==> src/rtl/lfsr_pkg.sv <==
// lfsr_pkg: XNOR tap table and request FSM states shared by the LFSR blocks
package lfsr_pkg;
  typedef enum logic [1:0] {IDLE, SEARCH, HOLD} rr_state_t;
  // Maximal-length XNOR taps, bit i set means q[i] feeds the XNOR
  function automatic logic [15:0] lfsr_taps(input int width);
    case (width)
      3:       return 16'h0006;
      4:       return 16'h000C;
      5:       return 16'h0014;
      6:       return 16'h0030;
      7:       return 16'h0060;
      8:       return 16'h00B8;
      9:       return 16'h0110;
      10:      return 16'h0240;
      11:      return 16'h0500;
      12:      return 16'h0829;
      13:      return 16'h100D;
      14:      return 16'h2015;
      15:      return 16'h6000;
      16:      return 16'hD008;
      default: return 16'h0000;
    endcase
  endfunction
endpackage

==> src/rtl/lfsr_rand_range_core.sv <==
// lfsr_core: XNOR Fibonacci LFSR with seed load; all-ones seeds load zero to avoid lock-up
module lfsr_core
  import lfsr_pkg::*;
#(
  parameter int WIDTH = 6
) (
  input  logic             clk,
  input  logic             reset,
  input  logic             advance,
  input  logic             load,
  input  logic [WIDTH-1:0] load_val,
  output logic [WIDTH-1:0] q
);
  localparam logic [WIDTH-1:0] TAPS = WIDTH'(lfsr_taps(WIDTH));
  logic [WIDTH-1:0] r_q;
  logic [WIDTH-1:0] w_load;
  logic             w_fb;
  assign w_fb   = ~^(r_q & TAPS);
  assign w_load = &load_val ? '0 : load_val;
  assign q      = r_q;
  always_ff @(posedge clk or negedge reset) begin
    if (!reset) r_q <= '0;
    else if (load) r_q <= w_load;
    else if (advance) r_q <= {r_q[WIDTH-2:0], w_fb};
  end
endmodule

==> src/rtl/lfsr_rand_range.sv <==
// lfsr_rand_range: LFSR-backed random source returning values in 0..LIMIT-1 over valid/ready,
// rejecting out-of-range states by re-sampling the sequence.
module lfsr_rand_range
  import lfsr_pkg::*;
#(
  parameter int WIDTH = 6,
  parameter int LIMIT = 48
) (
  input  logic             clk,
  input  logic             reset,
  input  logic             en,
  input  logic             seed_load,
  input  logic [WIDTH-1:0] seed,
  input  logic             req,
  output logic             rand_valid,
  input  logic             rand_ready,
  output logic [WIDTH-1:0] rand_out,
  output logic [WIDTH-1:0] lfsr_q
);
  if (WIDTH < 3 || WIDTH > 16 || LIMIT < 1 || LIMIT > (1 << WIDTH)) begin : g_bad_param
    $error("lfsr_rand_range: unsupported WIDTH/LIMIT");
  end
  rr_state_t        r_state;
  rr_state_t        w_state_nxt;
  logic [WIDTH-1:0] r_out;
  logic             w_hit;
  logic             w_accept;
  logic             w_advance;
  lfsr_core #(.WIDTH(WIDTH)) u_core (
    .clk      (clk),
    .reset    (reset),
    .advance  (w_advance),
    .load     (seed_load),
    .load_val (seed),
    .q        (lfsr_q)
  );
  // One extra bit so LIMIT = 2**WIDTH accepts every state
  assign w_hit     = {1'b0, lfsr_q} < (WIDTH+1)'(LIMIT);
  assign w_advance = en | (r_state == SEARCH);
  always_comb begin
    w_accept    = (r_state == SEARCH) && w_hit;
    w_state_nxt = (r_state == IDLE)   ? (req ? SEARCH : IDLE) :
                  (r_state == SEARCH) ? (w_hit ? HOLD : SEARCH) :
                  (rand_ready ? (req ? SEARCH : IDLE) : HOLD);
  end
  always_ff @(posedge clk or negedge reset) begin
    if (!reset) begin
      r_state <= IDLE;
      r_out   <= '0;
    end else begin
      r_state <= w_state_nxt;
      if (w_accept) r_out <= lfsr_q;
    end
  end
  assign rand_valid = (r_state == HOLD);
  assign rand_out   = r_out;
endmodule

==> config.mk <==
export PLATFORM = sky130hd
export DESIGN_NAME = lfsr_rand_range
export DESIGN_NICKNAME = d
export VERILOG_FILES = /design/src/rtl/lfsr_pkg.sv /design/src/rtl/lfsr_rand_range_core.sv /design/src/rtl/lfsr_rand_range.sv
export SDC_FILE = /design/constraint.sdc
export NUM_CORES = 1
export LEC_CHECK = 0
export ABC_AREA = 1
export CAP_MARGIN = 5
export CORE_AREA = 2 2 46 48
export DETAILED_ROUTE_END_ITERATION = 10
export DIE_AREA = 0 0 48 50
export PLACE_DENSITY = 0.75
export SYNTH_ARGS = -nofsm -noshare
export SYNTH_HDL_FRONTEND = slang
export SYNTH_SLANG_ARGS = --single-unit
==> constraint.sdc <==
create_clock -name clk -period 1.25 [get_ports clk]
set_input_delay 0.375 -clock clk [delete_from_list [all_inputs] [get_ports clk]]
set_output_delay 0.375 -clock clk [all_outputs]
set_load 0.1 [all_outputs]
---- Word-level counts from Yosys, hierarchy flattened ----
Cells that the tools add are included.
operators by class
  $lt $le $gt $ge ......................... 1
  equality and inequality tests ........... 2
  muxes and demuxes ....................... 8
  bitwise operators ....................... 1
  reduce and logical (&&, ||, !) cells .... 5
operators by type and width
  cell                count
  $mux 6              3
  $mux 2              4
  $lt 6x6->1 const B  1
  $reduce_and 6->1    1
  $reduce_xnor 6->1   1
  $eq 2x1->1 const B  1
  $eq 2x2->1 const B  1
  $logic_not 2->1     1
  $reduce_bool 2->1   1
  $logic_and 1x1->1   1
  $mux 1              1
  $or 1x1->1          1
storage, ports and cells
  register bits ........................... 14
  input bits .............................. 12
  output and inout port bits .............. 13
  word-level logic and storage cells ...... 20

---- Logic depth before layout (Yosys ltp) ----
  depth in word-level cells ............... 4
  mapped depth ............................ 6
  mapped depth without buffers ............ 5

---- Hierarchy ----
Synthesis repeated with hierarchy kept, for this count alone.
second synthesis, totals
  cells, all modules ...................... 95
  area total of the unflattened synthesis .. 745.7 sq um
by module, submodules not included
  module           times used  cells each  area each (sq um)  sequential area each (sq um)
  lfsr_core        1           57          404.1              150.1
  lfsr_rand_range  1           38          341.6              200.2

---- Least setup slack after synthesis ----
No wires, ideal clock.
  path kind ............................... register to output
  start ................................... register r_state[0]
  end ..................................... output port rand_valid
  arrival time ............................ 1.655 ns
  data required time ...................... 0.875 ns
  setup slack ............................. -0.780 ns
  cell stages (with the launch flop) ...... 2
  path buffers ............................ 0
  cell sequence ........................... dfrtp_1 nor2_1
on the way
  word-level cells in the longest chain between the ends .. 1
RTL lines
  item                    RTL line               source
  start, declared         lfsr_rand_range.sv:23  rr_state_t r_state;
  start signal, assigned  lfsr_rand_range.sv:51  r_state <= w_state_nxt;
  $eq 2x2->1              lfsr_rand_range.sv:55  assign rand_valid = (r_state == HOLD);
  end, declared           lfsr_rand_range.sv:15  output logic rand_valid,
Every way passes these cells.

---- Worst setup path after layout ----
  start ................................... register u_core.r_q[4], in the netlist u_core.q[4]
  end ..................................... output port lfsr_q[4]
RTL lines
  item                    RTL line                    source
  start, declared         lfsr_rand_range_core.sv:15  logic [WIDTH-1:0] r_q;
  start signal, assigned  lfsr_rand_range_core.sv:23  else if (load) r_q <= w_load;
  start signal, assigned  lfsr_rand_range_core.sv:24  else if (advance) r_q <= {r_q[WIDTH-2:0], w_fb};
  end, declared           lfsr_rand_range.sv:18       output logic [WIDTH-1:0] lfsr_q
No word-level cell between the ends.

==> impl_metrics.yaml <==
grt:
  grt_pass1_wl_um: 3170
  antenna_found_initial: 0
  overflow: 0
  first_global_vias: 754
  grt_usage: 0.190
  grt_max_degree: 15
place:
  dp_hpwl_um: 1270
  dp.cells: 147
  io_buffer_count: 24
  gp_congestion: 0.833
  dpl_cell_area_um2: 1200
flow_run:
  drv_cap: 0
final_layout:
  diodes: 0
  fin_cells: 168
  final_common_cell: "buf_4"
  drive_gt1_frac: 0.525
  areaGrowthSynthToFinish_pct: 94.9
  final_cell_mix: "buf_4 (19), nand2_1 (16), nor2_1 (13), inv_1 (13), buf_12 (13)"
  nNetsFinal: 155
  final_area_um2: 1400
  utilization: 0.734
critical_path:
  cp_slowest_cell: "dfrtp_4"
  worst_path_largest_cell_delay_ns: 0.50
  worstSetupPathType: "reg2out"
  cp.arrival_ns: 1.07
  path_cells: "buf_6 > buf_12"
  critPathLaunchType: "flip-flop"
  crit_path_max_fanout: 2
  worstPathRequired_ns: 0.88
  crit_path_end_kind: "primary output"
status:
  status: "complete, but fails checks"
  violations: "negative setup slack"
sta:
  hold_violations: 0
  holdWs_ns: 0.407
  fmax_ghz: 0.690
  setup_ws_ns: -0.199
  slew_headroom: 0.877
  finalSetupViolCount: 20
  rsz0062_at_grt: "true"
  max_slew.worst_pin.slew_ns: 0.185
  slew_violations: 0
  period_share: 1.16
  fin_crit_ns: 1.45
  clock_skew_ns: 0.00326
detailed_routing:
  via_per_inst: 4.65
  drt_pass1_iterations: 4
  drc: 0
  wl_um: 2170
  wl_per_cell_um: 12.9
  ant_nets: 0
  vias: 782
  drt-initial-drc-count: 12
clocking:
  clk_pin_slew_ns: 0.09
  cts_tree: "yes"
  numCtsBuffers: 3
  hold_buffers: 0
  clk_path_buf_depth: 2
  clock_sinks: 14
  clock_latency_ns: 0.28
  cts_root_buf: "clkbuf_4"
  htreeDepth: 1
floorplan:
  die_y_um: 50
  start_util: 0.376
  ios: 25
  fp-row-count: 16
  core_um2: 1900
  die_area_um2: 2400
  die_x_um: 48
logic_synthesis:
  yosys_warnings: 0
  syn_nets: 105
  synthTopCellsByArea: "dfrtp_1 (49%), nand2_1 (12%), a21oi_1 (9.1%)"
  synth.top_cell.area_share: 0.490
  synth_seq_cells: 14
  synth_area_um2: 716
  syn_area_per_cell_um2: 7.78
  yosysTopAreaCell: "dfrtp_1"
  syn_inst: 92
  synth.yosys.seq_area_share: 0.490
  synth.distinct_cells: 13
min_path:
  holdCritPathClass: "in2async"
cells by family (layout without fill, tap and decap cells):
kind of cell    count (synthesis)  count (layout)  share of synthesized area
buf+inv                        16              64                     0.0961
fa+ha+maj                       1               1                     0.0175
simple gates                   41              42                      0.226
flops                          14              14                      0.490
compound gates                 20              20                      0.171
registers in the layout (all words and copies together), names as in the netlist:
name / count
r_state: 2
rand_out: 6
u_core.q: 6
critical path: cells and delay by family (launching register included):
kind                   cells  cell delay [ns]
DFF                        1             0.50
buffers and inverters      2             0.28
path summary, 6_finish.rpt:
| path | depth (start not counted) | slack [ns] | endpoint | start |
|---|---|---|---|---|
| max in group asynchronous | 2 | 0.65 | u_core.q[4] | reset |
| setup reg to reg | 5 | -0.05 | rand_out[4] | u_core.q[5] |
| hold reg to reg | 3 | 0.62 | rand_out[3] | rand_out[3] |
| setup / recovery | 2 | -0.20 | lfsr_q[4] | u_core.q[4] |
| min in group clk | 3 | 0.62 | rand_out[3] | rand_out[3] |
| hold / removal | 2 | 0.41 | r_state[1] | reset |
timing repair:
action / 4_1_cts / 5_1_grt
gates resized for setup: 5 / 6
setup endpoints to repair: 14 / 26
pin swaps: 2 / 2
gates cloned: 1 / 0
setup buffers: 12 / 4
cells in the mapped netlist, drive strengths merged:
master and count:
buf 2, inv 14, or2 1, dfrtp 14, nor2 16, nand2 24, o21ai 7, ha 1
a21oi 13
through the flow:
stage,setup slack [ns],setup TNS [ns]
6_report,-0.199,-0.907
5_1_grt,-0.221,-1.42
4_1_cts,-0.192,-0.803
3_5_place_dp,-0.215,-1.20
3_3_place_gp,-0.178,-1.03
2_1_floorplan,-0.178,-1.06
per-layer routing:
layer	part of all wire	global-route usage	up-vias
met5	0	0	-
met4	0.029	0.113	0
met3	0.030	0.0256	7
met2	0.56	0.324	25
met1	0.38	0.209	370
li1	-	-	380
area by class of cell:
cell class | count | area, µm²
tap | 27 | 33.8
inverter | 14 | 52.6
timing repair buffer | 46 | 547
fill | 131 | 507
clock buffer | 4 | 36.3
multi-input combinational | 63 | 355
sequential | 14 | 370
Power is left out: the tool's default activity adds up to more than one toggle a clock period on the data nets, which glitch-free logic cannot reach.
